[src/rtl/apb2_pwm_led.sv]
// ============================================================================
// apb2_pwm_led
// ----------------------------------------------------------------------------
// APB2 slave that drives one LED through an 8-bit PWM with an optional
// slow blink gate.
//
// Register map (byte address, decoded on paddr[7:2]):
//   0x00 CTRL       [2:0]  bit0 EN, bit1 BLINK_EN, bit2 INV
//   0x04 PRESCALE   [15:0] prescaler reload, tick when count == PRESCALE
//   0x08 DUTY       [7:0]  PWM compare, pwm = (pwm_cnt < DUTY)
//   0x0C BLINK_HALF [15:0] PWM periods per blink half-phase, minus one
//   0x10 STATUS     (RO)   bit0 led_o, bit1 blink phase, [15:8] PWM counter
//
// Ports:
//   pclk     in   single clock, shared with the APB master
//   prst     in   synchronous active-high reset
//   psel, penable, pwrite, paddr[7:0], pwdata[31:0], pstrb[3:0],
//   pprot[2:0] (ignored)                       APB2 request
//   prdata[31:0], pready, pslverr              APB2 response
//   led_o    out  registered LED drive
//
// Parameters:
//   RST_PRESCALE  PRESCALE value after reset
//   RST_DUTY      DUTY value after reset
//
// Build option:
//   APB2_PWM_LED_PSTRB_EN  when defined, writes honour pstrb per byte lane;
//                          otherwise pstrb is ignored and all implemented
//                          bits are written.
// ============================================================================
module apb2_pwm_led #(
  parameter logic [15:0] RST_PRESCALE = 16'd269,
  parameter logic [7:0]  RST_DUTY     = 8'd128
) (
  input  logic        pclk,
  input  logic        prst,
  input  logic        psel,
  input  logic        penable,
  input  logic        pwrite,
  input  logic [7:0]  paddr,
  input  logic [31:0] pwdata,
  input  logic [3:0]  pstrb,
  input  logic [2:0]  pprot,
  output logic [31:0] prdata,
  output logic        pready,
  output logic        pslverr,
  output logic        led_o
);

  // Register indices on paddr[4:2]; anything at or above 0x14 is rejected.
  localparam logic [2:0]  IDX_CTRL       = 3'd0;
  localparam logic [2:0]  IDX_PRESCALE   = 3'd1;
  localparam logic [2:0]  IDX_DUTY       = 3'd2;
  localparam logic [2:0]  IDX_BLINK_HALF = 3'd3;
  localparam logic [2:0]  IDX_STATUS     = 3'd4;
  localparam logic [7:0]  ADDR_LIMIT     = 8'h14;
  localparam logic [15:0] RST_BLINK_HALF = 16'd49;

`ifdef APB2_PWM_LED_PSTRB_EN
  // Byte-lane merge for the 16-bit registers: lanes with strobe 0 keep old bits.
  function automatic logic [15:0] lane_merge16(input logic [15:0] old_v,
                                               input logic [15:0] new_v,
                                               input logic [1:0]  strb);
    lane_merge16 = {(strb[1] ? new_v[15:8] : old_v[15:8]),
                    (strb[0] ? new_v[7:0]  : old_v[7:0])};
  endfunction
`endif

  // --------------------------------------------------------------------------
  // State
  // --------------------------------------------------------------------------
  logic [2:0]  ctrl_q,       ctrl_d;
  logic [15:0] prescale_q,   prescale_d;
  logic [7:0]  duty_q,       duty_d;
  logic [15:0] blink_half_q, blink_half_d;
  logic [15:0] pre_cnt_q,    pre_cnt_d;
  logic [7:0]  pwm_cnt_q,    pwm_cnt_d;
  logic [15:0] blink_cnt_q,  blink_cnt_d;
  logic        phase_q,      phase_d;
  logic        led_q,        led_d;

  // --------------------------------------------------------------------------
  // Combinational signals
  // --------------------------------------------------------------------------
  logic        addr_ok_s;
  logic        bad_s;
  logic        acc_s;
  logic        wr_en_s;
  logic [2:0]  reg_idx_s;
  logic        wr_ctrl_s;
  logic        wr_prescale_s;
  logic        wr_duty_s;
  logic        wr_blink_half_s;
  logic [2:0]  ctrl_wdata_s;
  logic [15:0] prescale_wdata_s;
  logic [7:0]  duty_wdata_s;
  logic [15:0] blink_half_wdata_s;
  logic        en_s;
  logic        blink_en_s;
  logic        inv_s;
  logic        tick_s;
  logic        wrap_s;
  logic        pwm_s;
  logic        unused_s;

  // Protection bits, upper data bits and (when unused) strobes carry no meaning.
  assign unused_s = ^{pprot, pwdata[31:16], pstrb};

  assign en_s       = ctrl_q[0];
  assign blink_en_s = ctrl_q[1];
  assign inv_s      = ctrl_q[2];

  // Zero wait states: the slave is always ready, in reset and out of it.
  assign pready = 1'b1;
  assign led_o  = led_q;

  // Address decode and error classification of the current APB request.
  always_comb begin
    reg_idx_s = paddr[4:2];
    acc_s     = psel & penable;
    addr_ok_s = (paddr[1:0] == 2'b00) && (paddr < ADDR_LIMIT);
    if (!addr_ok_s) begin
      bad_s = 1'b1;
    end else if (pwrite && (reg_idx_s == IDX_STATUS)) begin
      bad_s = 1'b1;
    end else begin
      bad_s = 1'b0;
    end
    pslverr = acc_s & bad_s;
    wr_en_s = acc_s & pwrite & ~bad_s;
  end

  // Per-register write strobes; errored accesses never reach a register.
  always_comb begin
    wr_ctrl_s       = wr_en_s & (reg_idx_s == IDX_CTRL);
    wr_prescale_s   = wr_en_s & (reg_idx_s == IDX_PRESCALE);
    wr_duty_s       = wr_en_s & (reg_idx_s == IDX_DUTY);
    wr_blink_half_s = wr_en_s & (reg_idx_s == IDX_BLINK_HALF);
  end

  // Write data per register, with optional byte-lane masking.
  always_comb begin
`ifdef APB2_PWM_LED_PSTRB_EN
    ctrl_wdata_s       = pstrb[0] ? pwdata[2:0] : ctrl_q;
    prescale_wdata_s   = lane_merge16(prescale_q, pwdata[15:0], pstrb[1:0]);
    duty_wdata_s       = pstrb[0] ? pwdata[7:0] : duty_q;
    blink_half_wdata_s = lane_merge16(blink_half_q, pwdata[15:0], pstrb[1:0]);
`else
    ctrl_wdata_s       = pwdata[2:0];
    prescale_wdata_s   = pwdata[15:0];
    duty_wdata_s       = pwdata[7:0];
    blink_half_wdata_s = pwdata[15:0];
`endif
  end

  // Register file next-state.
  always_comb begin
    ctrl_d       = ctrl_q;
    prescale_d   = prescale_q;
    duty_d       = duty_q;
    blink_half_d = blink_half_q;
    if (wr_ctrl_s) begin
      ctrl_d = ctrl_wdata_s;
    end else begin
      ctrl_d = ctrl_q;
    end
    if (wr_prescale_s) begin
      prescale_d = prescale_wdata_s;
    end else begin
      prescale_d = prescale_q;
    end
    if (wr_duty_s) begin
      duty_d = duty_wdata_s;
    end else begin
      duty_d = duty_q;
    end
    if (wr_blink_half_s) begin
      blink_half_d = blink_half_wdata_s;
    end else begin
      blink_half_d = blink_half_q;
    end
  end

  // Prescaler tick, PWM wrap and PWM compare, all from registered state.
  // The tick is gated by EN so a zero PRESCALE does not tick while disabled.
  always_comb begin
    tick_s = en_s & (pre_cnt_q == prescale_q);
    wrap_s = tick_s & (pwm_cnt_q == 8'd255);
    pwm_s  = (pwm_cnt_q < duty_q);
  end

  // Prescaler: 0..PRESCALE, restarted whenever PRESCALE is rewritten so a
  // smaller reload never leaves the count stranded above it.
  always_comb begin
    pre_cnt_d = pre_cnt_q;
    if (!en_s) begin
      pre_cnt_d = 16'd0;
    end else if (wr_prescale_s) begin
      pre_cnt_d = 16'd0;
    end else if (tick_s) begin
      pre_cnt_d = 16'd0;
    end else begin
      pre_cnt_d = pre_cnt_q + 16'd1;
    end
  end

  // PWM counter: free-running 8-bit, one step per tick, natural 255->0 wrap.
  always_comb begin
    pwm_cnt_d = pwm_cnt_q;
    if (!en_s) begin
      pwm_cnt_d = 8'd0;
    end else if (tick_s) begin
      pwm_cnt_d = pwm_cnt_q + 8'd1;
    end else begin
      pwm_cnt_d = pwm_cnt_q;
    end
  end

  // Blink counter and phase. The >= compare lets a BLINK_HALF lowered below
  // the running count take effect on the next wrap instead of after 64k wraps.
  always_comb begin
    blink_cnt_d = blink_cnt_q;
    phase_d     = phase_q;
    if (!en_s) begin
      blink_cnt_d = 16'd0;
      phase_d     = 1'b0;
    end else if (wrap_s) begin
      if (blink_cnt_q >= blink_half_q) begin
        blink_cnt_d = 16'd0;
        phase_d     = ~phase_q;
      end else begin
        blink_cnt_d = blink_cnt_q + 16'd1;
        phase_d     = phase_q;
      end
    end else begin
      blink_cnt_d = blink_cnt_q;
      phase_d     = phase_q;
    end
  end

  // LED drive: blink gate only passes the PWM while phase is 1.
  always_comb begin
    led_d = inv_s ^ (en_s & pwm_s & (~blink_en_s | phase_q));
  end

  // Read mux: combinational during any read cycle, zero otherwise.
  always_comb begin
    prdata = 32'd0;
    if (psel && !pwrite && addr_ok_s) begin
      case (reg_idx_s)
        IDX_CTRL:       prdata = {29'd0, ctrl_q};
        IDX_PRESCALE:   prdata = {16'd0, prescale_q};
        IDX_DUTY:       prdata = {24'd0, duty_q};
        IDX_BLINK_HALF: prdata = {16'd0, blink_half_q};
        IDX_STATUS:     prdata = {16'd0, pwm_cnt_q, 6'd0, phase_q, led_q};
        default:        prdata = 32'd0;
      endcase
    end else begin
      prdata = 32'd0;
    end
  end

  // State registers; reset wins over a coincident APB write.
  always_ff @(posedge pclk) begin
    if (prst) begin
      ctrl_q       <= 3'd0;
      prescale_q   <= RST_PRESCALE;
      duty_q       <= RST_DUTY;
      blink_half_q <= RST_BLINK_HALF;
      pre_cnt_q    <= 16'd0;
      pwm_cnt_q    <= 8'd0;
      blink_cnt_q  <= 16'd0;
      phase_q      <= 1'b0;
      led_q        <= 1'b0;
    end else begin
      ctrl_q       <= ctrl_d;
      prescale_q   <= prescale_d;
      duty_q       <= duty_d;
      blink_half_q <= blink_half_d;
      pre_cnt_q    <= pre_cnt_d;
      pwm_cnt_q    <= pwm_cnt_d;
      blink_cnt_q  <= blink_cnt_d;
      phase_q      <= phase_d;
      led_q        <= led_d;
    end
  end

endmodule

[config.mk]
export PLATFORM = sky130hd
export DESIGN_NAME = apb2_pwm_led
export DESIGN_NICKNAME = d
export VERILOG_FILES = /design/src/rtl/apb2_pwm_led.sv
export SDC_FILE = /design/constraint.sdc
export NUM_CORES = 1
export LEC_CHECK = 0
export CORE_UTILIZATION = 30
export CTS_CLUSTER_SIZE = 16
export DETAILED_ROUTE_END_ITERATION = 10
export PLACE_DENSITY_LB_ADDON = 0.05
export SYNTH_ARGS = -nofsm -noshare
export SYNTH_HDL_FRONTEND = slang
export SYNTH_SLANG_ARGS = --single-unit
[constraint.sdc]
create_clock -name pclk -period 2.08 [get_ports pclk]
set_input_delay 0.312 -clock pclk [delete_from_list [all_inputs] [get_ports pclk]]
set_output_delay 0.312 -clock pclk [all_outputs]
set_load 0.1 [all_outputs]
After elaboration in Yosys (flattened, before gate mapping) --
Index checks and enable logic that the tools add are counted.
Storage, ports and cells: register bits after elaboration 85, bits of input ports 52, output and inout port bits 35, logic and storage cells 54
Cells by class: add/subtract/negate cells 3, magnitude comparators 3, equality and inequality tests 6, muxes and demuxes 5, bitwise logic cells 18, reduce and logical (&&, ||, !) cells 10
Operators by type and width (number):
- 16-bit one-hot mux with 5 select lines | 1
- 16-bit by 1-bit adder with 16-bit output, second input constant | 2
- 32-bit two-way mux | 1
- 16-bit == test | 1
- 16-bit >= comparator | 1
- 16-bit two-way mux | 1
- 1-bit bitwise AND | 12
- 8-bit by 1-bit adder with 8-bit output, second input constant | 1
- 8-bit == test, second input constant | 1
- 8-bit by 5-bit less-than comparator with 1-bit output, second input constant | 1
- 8-bit less-than comparator | 1
- 3-bit by 2-bit == test with 1-bit output, second input constant | 2
- 1-bit logical AND | 4
- 1-bit NOT | 4
- 4-bit OR reduction | 1
- 3-bit by 1-bit == test with 1-bit output, second input constant | 1
- 3-bit == test, second input constant | 1
- 3-bit zero test | 1
- 2-bit zero test | 1
- 1-bit two-way mux | 2
- 2-bit AND reduction | 1
- 2-bit OR reduction | 1
- 1-bit zero test | 1
- 1-bit OR | 1
- 1-bit bitwise XOR | 1

Logic depth before layout (Yosys ltp) --
depth after elaboration 8, gate-level depth with buffers 9

Worst setup path before layout --
OpenSTA, ideal clock, no wires.
path type flip-flop to output port, start register led_q (netlist: led_o), end output prdata[0], arrival time 2.760 ns, data required time 1.768 ns, setup slack -0.992 ns, stages on the path, launching flop included 5, cells stage by stage dfxtp_1 > mux2i_1 > o22a_1 > o22a_1 > nor2_1
On the way: cells in the longest elaborated chain, start to end 2
RTL lines:
- from (decl) | line 80 | logic led_q, led_d;
- from (signal assigned) | line 284 | led_q <= led_d;
- 16-bit one-hot mux with 5 select lines | line 250 | case (reg_idx_s)
- 32-bit two-way mux | line 249 | if (psel && !pwrite && addr_ok_s) begin
- to (decl) | line 44 | output logic [31:0] prdata,
Every way passes these cells.

Worst setup path in the final report --
start register blink_half_q[12], end register blink_cnt_q[12]
On the way: cells in the longest elaborated chain, start to end 2
RTL lines:
- from (decl) | line 75 | logic [15:0] blink_half_q, blink_half_d;
- from (signal assigned) | line 279 | blink_half_q <= blink_half_d;
- 16-bit >= comparator | line 228 | if (blink_cnt_q >= blink_half_q) begin
- 16-bit two-way mux | line 228
- to (signal assigned) | line 282 | blink_cnt_q <= blink_cnt_d;
- to (decl) | line 78 | logic [15:0] blink_cnt_q, blink_cnt_d;
Every way passes these cells. A chain may end at the register's enable or synchronous reset.

==> run metrics <==
outcome finished, violations left; failing checks negative setup slack; Routed WL 15300 um; Final ANT Viol Nets 0; fin nets 824; Post-Syn Area 0.00499 mm^2; vias per std cell 4.75; max incr delay on CP 0.34 ns; CP Max Fanout 6; pin count of the biggest net entering global routing 44; CTS max path bufs 2; fin util 0.469; Clock Latency Late Sink 0.35 ns; filler instances 1554; r2r startpoint blink_half_q[12]; crit share post-route 1.02; WHS Path Cells 2; Hold Worst Slack 0.484 ns; crit end category register; Core Region 0.0161 mm^2; Initial DRC Count 216; dominant synthesized flop cell dfxtp_1; Post-synth EDFFs 0; worst hold endpoint duty_q[4]; largest area contributor in the netlist dfxtp_1; Syn-to-layout area delta 50.7%; fin crit period 2.12 ns; die footprint 0.0172 mm^2; Synth Instances 607; VDD IR max 0.000345 V; total gr overflow 0; Routability Congestion 0.810; Multi-input gate area 0.00352 mm^2; TritonCTS clock tree built; Synth Register Bits 85; hold-fix buffers at CTS 0; fmax 0.471 GHz; fin worst setup slack -0.0425 ns; layout cells sized above 1 0.333; critical path class reg -> reg; total track usage 0.192; Avg Inst Size Synth 8.23 um^2; Die X 131 um; FF/Latch Area 0.00172 mm^2; Commonest cells post-synth 85 x dfxtp_1, 75 x nor2_1, 65 x nand2_1; CP cell instances inv_2 > ha_4 > a41o_1 > a221oi_4 > o21ai_4 > a21oi_4 > nand4bb_4 > clkbuf_16 > o31ai_4; Syn. warnings 0; Worst Skew 0.00800 ns; max_slew headroom 0.622; CTS Buf Count 9; Inserted Diodes 0; DR WL/cell 15.8 um; synth unique cells 55; top-level port count 87; Synth area leaders dfxtp_1 34%, ha_1 6.5%, nor2_1 5.6%, mux2i_1 5.2%, nand2_1 4.9%; IO Port Bufs 46; post-synth top area share 0.341; clk root buf clkbuf_16; hold path start duty_q[4]; Clock Pin Slew Worst Setup and Hold Paths 0.07 ns; RR Endpoint blink_cnt_q[12]; DP Wirelength 11400 um; Site Rows 46; Die H 131 um; H-tree depth 3; final-report max-slew violation count 0; first-pass GRT wire length 24600 um; Max Cap Violations 0; DR DRC count 0; FFs w/ async S/R, synth 0; Clock Sinks 85; P_leak 0.00294 uW; Power Density 493 mW/mm^2; Reg2Reg Depth 9; CP max-delay cell a221oi_4; unrepaired setup endpoints after global routing yes; Seq/Total Area, Yosys 0.341; Hold Vio Cnt, Final 0; CP arrival 2.38 ns; worst-margin pin slew 0.567 ns; TritonRoute pass-1 iters 4; startpoint types register; R2R Setup Slk -0.04 ns; Initial Util 0.311; endpoints failing setup 11; vias 4593; most frequent cell after synthesis dfxtp_1; worst min-delay path category reg -> reg; WP data required 2.34 ns; vias in the first global route 4602; initial antenna violation count 0
-- how the worst max path moves through the flow --
stage,start,end,slack [ns],depth (start not counted)
4_1_cts,blink_half_q[13],blink_cnt_q[11],-0.10,9
6_report,blink_half_q[12],blink_cnt_q[12],-0.04,9
3_3_place_gp,paddr[3],prdata[13],-0.29,8
3_5_place_dp,paddr[3],prdata[13],-0.31,8
2_1_floorplan,blink_half_q[12],blink_cnt_q[13],0.003,9
5_1_grt,blink_cnt_q[0],blink_cnt_q[10],-0.13,7
-- metrics by stage --
stage,cell area (um^2),setup WS [ns],TNS [ns],instances,total power [uW]
2_1_floorplan,5230,0.00312,0,622,1900
6_report,7520,-0.0425,-0.291,967,3710
3_3_place_gp,6580,-0.295,-14.78,933,1990
4_1_cts,7270,-0.101,-0.518,962,3750
3_5_place_dp,6580,-0.309,-15.57,933,1990
5_1_grt,7520,-0.134,-1.71,967,3850
-- flip-flops by register name, indices dropped and copies added, names as in the netlist --
name          cells
pwm_cnt_q         8
phase_q           1
ctrl_q            3
pre_cnt_q        16
duty_q            8
prescale_q       16
blink_half_q     16
blink_cnt_q      16
led_o             1
-- cells in the final DEF, fill, tap and decap left out, types with 7 or more instances in the layout --
cell / count
and2_1: 10
xnor2_1: 16
nand4_1: 12
mux2i_1: 24
a22oi_2: 11
conb_1: 17
dfxtp_2: 12
clkbuf_16: 10
xor2_1: 19
inv_1: 31
a21oi_1: 29
nand3_1: 31
buf_4: 99
nand2_1: 64
nor2_4: 16
buf_12: 22
clkdlybuf4s50_1: 20
ha_1: 21
dfxtp_1: 73
nor2_1: 58
nand2b_1: 7
o31ai_4: 10
-- cell families after synthesis --
logic type,after synthesis,synth area share
AND/OR/NAND/NOR,244,0.242
adder cells (fa/ha/maj),26,0.0651
other,2,0.00150
AO/OA/AOI/OAI,105,0.145
buffers and inverters,78,0.0772
flip-flops,85,0.341
multiplexers,32,0.0679
XOR/XNOR,35,0.0614
-- report_power, final --
| part | switching, uW | internal (uW) |
|---|---|---|
| combinational | 239 | 112 |
| clock | 741 | 988 |
| sequential | 0.301 | 1630 |
| total | 980 | 2730 |
-- critical path: cells and delay by family (launching register included) --
kind                       cells  cell delay [ns]
adders and majority gates      1             0.20
and+or+nand+nor                1             0.16
AOI/OAI and AO/OA              5             1.08
buffers and inverters          2             0.24
DFF                            1             0.33
-- what timing repair did --
item,CTS,global route
pin swaps,22,16
setup buffers,11,4
setup endpoints to repair,51,54
cloned,2,1
gates resized for setup,52,57
-- metal layers --
metal / vias up / GRT usage / share of wire
met1: 2156 / 0.258 / 0.49
met3: 11 / 0.0269 / 0.028
met5: - / 0 / 0
li1: 2361 / - / -
met4: 0 / 0.0595 / 0.011
met2: 65 / 0.316 / 0.47
-- final cells by class --
class | count | area share
clock buffers | 10 | 0.0318
well taps | 216 | 0.0359
inverters | 35 | 0.0175
repair buffers | 156 | 0.208
clock inverters | 6 | 0.0101
flip-flops and latches | 85 | 0.228
multi-input cells | 459 | 0.468
Power figures use the tool's default switching activity.
==> edit 1, RTL diff (same settings) <==
Set the parameter `RST_DUTY` to 8'd96 (it was 8'd128).
--- a/src/rtl/apb2_pwm_led.sv
+++ b/src/rtl/apb2_pwm_led.sv
@@ -31,5 +31,5 @@
 module apb2_pwm_led #(
   parameter logic [15:0] RST_PRESCALE = 16'd269,
-  parameter logic [7:0]  RST_DUTY     = 8'd128
+  parameter logic [7:0]  RST_DUTY     = 8'd96
 ) (
   input  logic        pclk,
Function: changed (a bounded check fails within 4 cycles, from zero or initial values and one cycle with prst high).
==> edit 1 against the unedited design <==
- the flow still finishes with violations (setup timing)
- sequential cell count stayed put
- clock power fell by 9%
- total power shrank 4.2%
- synthesized area decreased by 0.33%
- worst setup slack better by 23 ps
- non-clock buffer count decreased by 4
- maximum frequency up 1.1%
- wire length up 0.88%
- design area shrank 0.65%
==> edit 1: results (changes against the unedited design) <==
| Metric | Value |
|---|---|
| Status | complete, but fails checks |
| Failing checks | setup timing |
| DRT met1 WL | 7.331 mm (-1.5%) |
| Yosys cell types | 57 (+3.6%) |
| Worst Hold End | ctrl_q[1]$_SDFFE_PP0P_ |
| Pre-CTS WS | -268.2 ps (+40.31 ps) |
| Final setup violation count | 3 (-8) |
| Detailed-placement wirelength estimate | 11.58 mm (+1.3%) |
| Post-synth ARST share | 0% (unchanged) |
| DR iter-0 viols | 304 (+41%) |
| GR Util met1 | 25.30% (-0.53 points) |
| Register area share after synthesis | 34.19% (+0.11 points) |
| Max incr delay on CP | 390 ps (+50 ps) |
| Sw Pwr | 0.0009825 W (+0.24%) |
| PnR worst setup slack | -19.78 ps (+22.67 ps) |
| WL/cell | 15.98 um (+1.3%) |
| Peak supply drop | 371.5 uV (+7.6%) |
| Min-delay src | ctrl_q[1]$_SDFFE_PP0P_ |
| Worst r2r path cells | 8 (-1) |
| RR Startpoint | blink_cnt_q[14]$_SDFFE_PP0P_ |
| Clock network power share | 44.4% (-2.3 points) |
| Layout Cells excl Fill | 963 (-0.41%) |
| Met3 GRT Util | 3.257% (+0.57 points) |
| Final net count | 820 (-0.49%) |
| Met3 routed WL | 509 um (+18%) |
| Post-placement cell count | 937 (+0.43%) |
| Total number of vias | 4652 (+1.3%) |
| RePlAce Congestion | 0.8053 (-0.57%) |
| Top cells by area, synth | dfxtp_1 (34%), ha_1 (6.5%), nor2_1 (5.5%) |
| Met2 Wirelength | 7.296 mm (+1.2%) |
| CP max-delay cell | dfxtp_1 |
| Number of global-route vias before repair | 4526 (-1.7%) |
| Leakage power | 2.957 nW (+0.57%) |
| Drt first pass iters | 5 (+1) |
| Clock skew | 9.336 ps (+1.335 ps) |
| First-pass GRT wire length | 24.34 mm (-1.1%) |
| Layout cells sized above 1 | 33.87% (+0.58 points) |
| Gr usage total | 19.00% (-0.18 points) |
| Internal power | 0.002568 W (-5.8%) |
| Largest net degree at the start of global routing | 30 (-32%) |
| Total placed instance area | 0.006609 mm2 (+0.46%) |
| Worst r2r dst | blink_cnt_q[11]$_SDFFE_PP0P_ |
| Global routing usage on met2 | 31.09% (-0.53 points) |
| Cells after synthesis | 606 (-0.16%) |
| H-tree level count | 3 (unchanged) |
## edit 1: cell types whose count changed after synthesis, sizes merged, moves of 2 or more
cell    change
nand2       +3
nand3       +4
clkbuf      -2
o211ai      +4
nor2        -2
nand3b      -4
a211o       -4
## edit 1: cells by family after synthesis
logic type | count (synthesis) | synth area share, %
compound gates | 105 | 14.51
xor+xnor | 35 | 6.159
fa+ha+maj | 26 | 6.536
buf+inv | 77 | 7.667
flops | 85 | 34.19
mux | 32 | 6.812
other cells | 2 | 0.1509
simple gates | 244 | 23.98
## edit 1: worst max path at each step
stage	to	depth (start not counted)	from
2_1_floorplan	prdata[10]	5	paddr[3]
3_3_place_gp	prdata[10]	6	paddr[2]
6_report	blink_cnt_q[11]$_SDFFE_PP0P_	8	blink_cnt_q[14]$_SDFFE_PP0P_
3_5_place_dp	blink_cnt_q[10]$_SDFFE_PP0P_	9	blink_half_q[12]$_SDFFE_PP0P_
4_1_cts	blink_cnt_q[9]$_SDFFE_PP0P_	9	blink_half_q[13]$_SDFFE_PP0P_
5_1_grt	blink_cnt_q[11]$_SDFFE_PP0P_	9	blink_half_q[12]$_SDFFE_PP0P_
## edit 1: timing repair
action	in CTS	in global routing
cloned	3	0
hold endpoints to repair	0	0
resized for setup	72	39
pin swaps	22	17
buffers inserted	5	2
setup endpoints to repair	34	28
## edit 1: area by class of cell
| class | instances | area [um2] |
|---|---|---|
| Clock buffer | 10 | 229.0 |
| Clock inverter | 6 | 56.30 |
| Fill cell | 1534 | 8583 |
| Inverter | 35 | 131.4 |
| Multi-Input combinational cell | 459 | 3515 |
| Sequential cell | 85 | 1720 |
| Tap cell | 216 | 270.3 |
| Timing Repair Buffer | 152 | 1553 |
==> edit 2, RTL diff (same settings) <==
Made on the original files. Put a register stage on the output `pslverr`. The value now appears one clock later. The other outputs are not delayed to match.
--- a/src/rtl/apb2_pwm_led.sv
+++ b/src/rtl/apb2_pwm_led.sv
@@ -57,4 +57,6 @@
   localparam logic [15:0] RST_BLINK_HALF = 16'd49;
 
+  logic pslverr_d;
+
 `ifdef APB2_PWM_LED_PSTRB_EN
   // Byte-lane merge for the 16-bit registers: lanes with strobe 0 keep old bits.
@@ -127,5 +129,5 @@
       bad_s = 1'b0;
     end
-    pslverr = acc_s & bad_s;
+    pslverr_d = acc_s & bad_s;
     wr_en_s = acc_s & pwrite & ~bad_s;
   end
@@ -286,4 +288,8 @@
   end
 
+  always_ff @(posedge pclk) begin
+    pslverr <= pslverr_d;
+  end
+
 endmodule
 
Formal check against the unedited RTL: not equivalent (Yosys sat finds a counterexample within 4 cycles, from zero or initial values and one cycle with prst high).
==> edit 2 against the unedited design <==
- the run still ends with setup timing left
- worst setup slack worse by 51 ps
- highest routed layer unchanged
- largest power group unchanged
- largest cell class unchanged
- critical path type unchanged
- total power is essentially flat
- design area fell by 0.53%
- wire length is 4.6% higher
- synthesized area increased by 0.40%
- sequential cell count is 1 higher
- via count increased by 4.4%
==> edit 2: results (changes against the unedited design) <==
| Metric | Value |
|---|---|
| Final setup violation count | 14 (+3) |
| Fin Setup TNS | -589.7 ps (-298.6 ps) |
| Slew HR | 62.37% (+0.14 points) |
| Layout cells sized above 1 | 32.67% (-0.62 points) |
| Top cells by count, synth | dfxtp_1 (86), nor2_1 (75), nand2_1 (65) |
| PnR worst setup slack | -93.13 ps (-50.67 ps) |
| Final net count | 826 (+0.24%) |
| Status | complete, but fails checks |
| Clock skew | 10.45 ps (+2.447 ps) |
| Total number of vias | 4793 (+4.4%) |
| Global routing usage on met2 | 32.33% (+0.71 points) |
| DR iter-0 viols | 241 (+12%) |
| Layout Cells excl Fill | 969 (+0.21%) |
| Pre-CTS WS | -298.6 ps (+9.962 ps) |
| Layout fillers | 1597 (+2.8%) |
| Hold Slack | 475.8 ps (-7.768 ps) |
| Leakage power | 2.939 nW (about the same) |
| Peak supply drop | 418.9 uV (+21%) |
| Register area share after synthesis | 34.34% (+0.26 points) |
| PwrDens | 495.6 mW/mm2 (+0.61%) |
| RePlAce Congestion | 0.7789 (-3.8%) |
| Detailed-placement wirelength estimate | 11.61 mm (+1.6%) |
| Total placed instance area | 0.006611 mm2 (+0.49%) |
| Routed wire length | 15.96 mm (+4.6%) |
| GR Util met1 | 24.71% (-1.1 points) |
| Gr usage total | 19.22% (+0.042 points) |
| First-pass GRT wire length | 25.60 mm (+4.1%) |
| Failing checks | setup timing |
| Cells after synthesis | 608 (+0.16%) |
## edit 2: cell count changes after synthesis, sizes merged
| cell | delta |
|---|---|
| dfxtp | +1 |
## edit 2: final timing paths
check	startpoint	to	cells after the start
max	blink_half_q[15]$_SDFFE_PP0P_	blink_cnt_q[6]$_SDFFE_PP0P_	10
min reg2reg	ctrl_q[1]$_SDFFE_PP0P_	ctrl_q[1]$_SDFFE_PP0P_	2
max reg2reg	blink_half_q[15]$_SDFFE_PP0P_	blink_cnt_q[6]$_SDFFE_PP0P_	10
min	ctrl_q[1]$_SDFFE_PP0P_	ctrl_q[1]$_SDFFE_PP0P_	2
## edit 2: layout make-up
cell class / count / area share [%]
flip-flops and latches: 86 / 23.24
multi-input cells: 459 / 46.20
inverters: 35 / 1.756
clock buffers: 10 / 3.193
repair buffers: 157 / 21.08
well taps: 216 / 3.611
clock inverters: 6 / 0.9196
## edit 2: logic make-up after synthesis
logic type,count (synthesis),synth area share [%]
flops,86,34.34
fa+ha+maj,26,6.489
xor+xnor,35,6.114
simple gates,244,24.06
other cells,2,0.1498
compound gates,105,14.40
mux,32,6.763
buf+inv,78,7.687
## edit 2: critical path: stages, from the launching register on
cell and delay [ps]:
dfxtp_2 330, inv_2 50, ha_4 270, and2_4 160, nand4_1 220, o21ai_4 250
buf_4 170, a211oi_4 50, buf_6 170, a22oi_1 270, o31ai_4 120
## edit 2: repair_timing
action	4_1_cts	5_1_grt
setup endpoints to repair	36	30
buffers inserted	9	4
resized for setup	59	44
endpoints found under the hold margin	0	0
gates cloned	3	0
pin swaps	29	17
## edit 2: per-layer routing
metal / share of wire [%] / up-vias / wire, um
met4: 2.0 / 0 / 322
li1: - / 2368 / -
met3: 3.5 / 20 / 556
met2: 48 / 106 / 7735
met1: 46 / 2299 / 7343
met5: 0 / - / 0
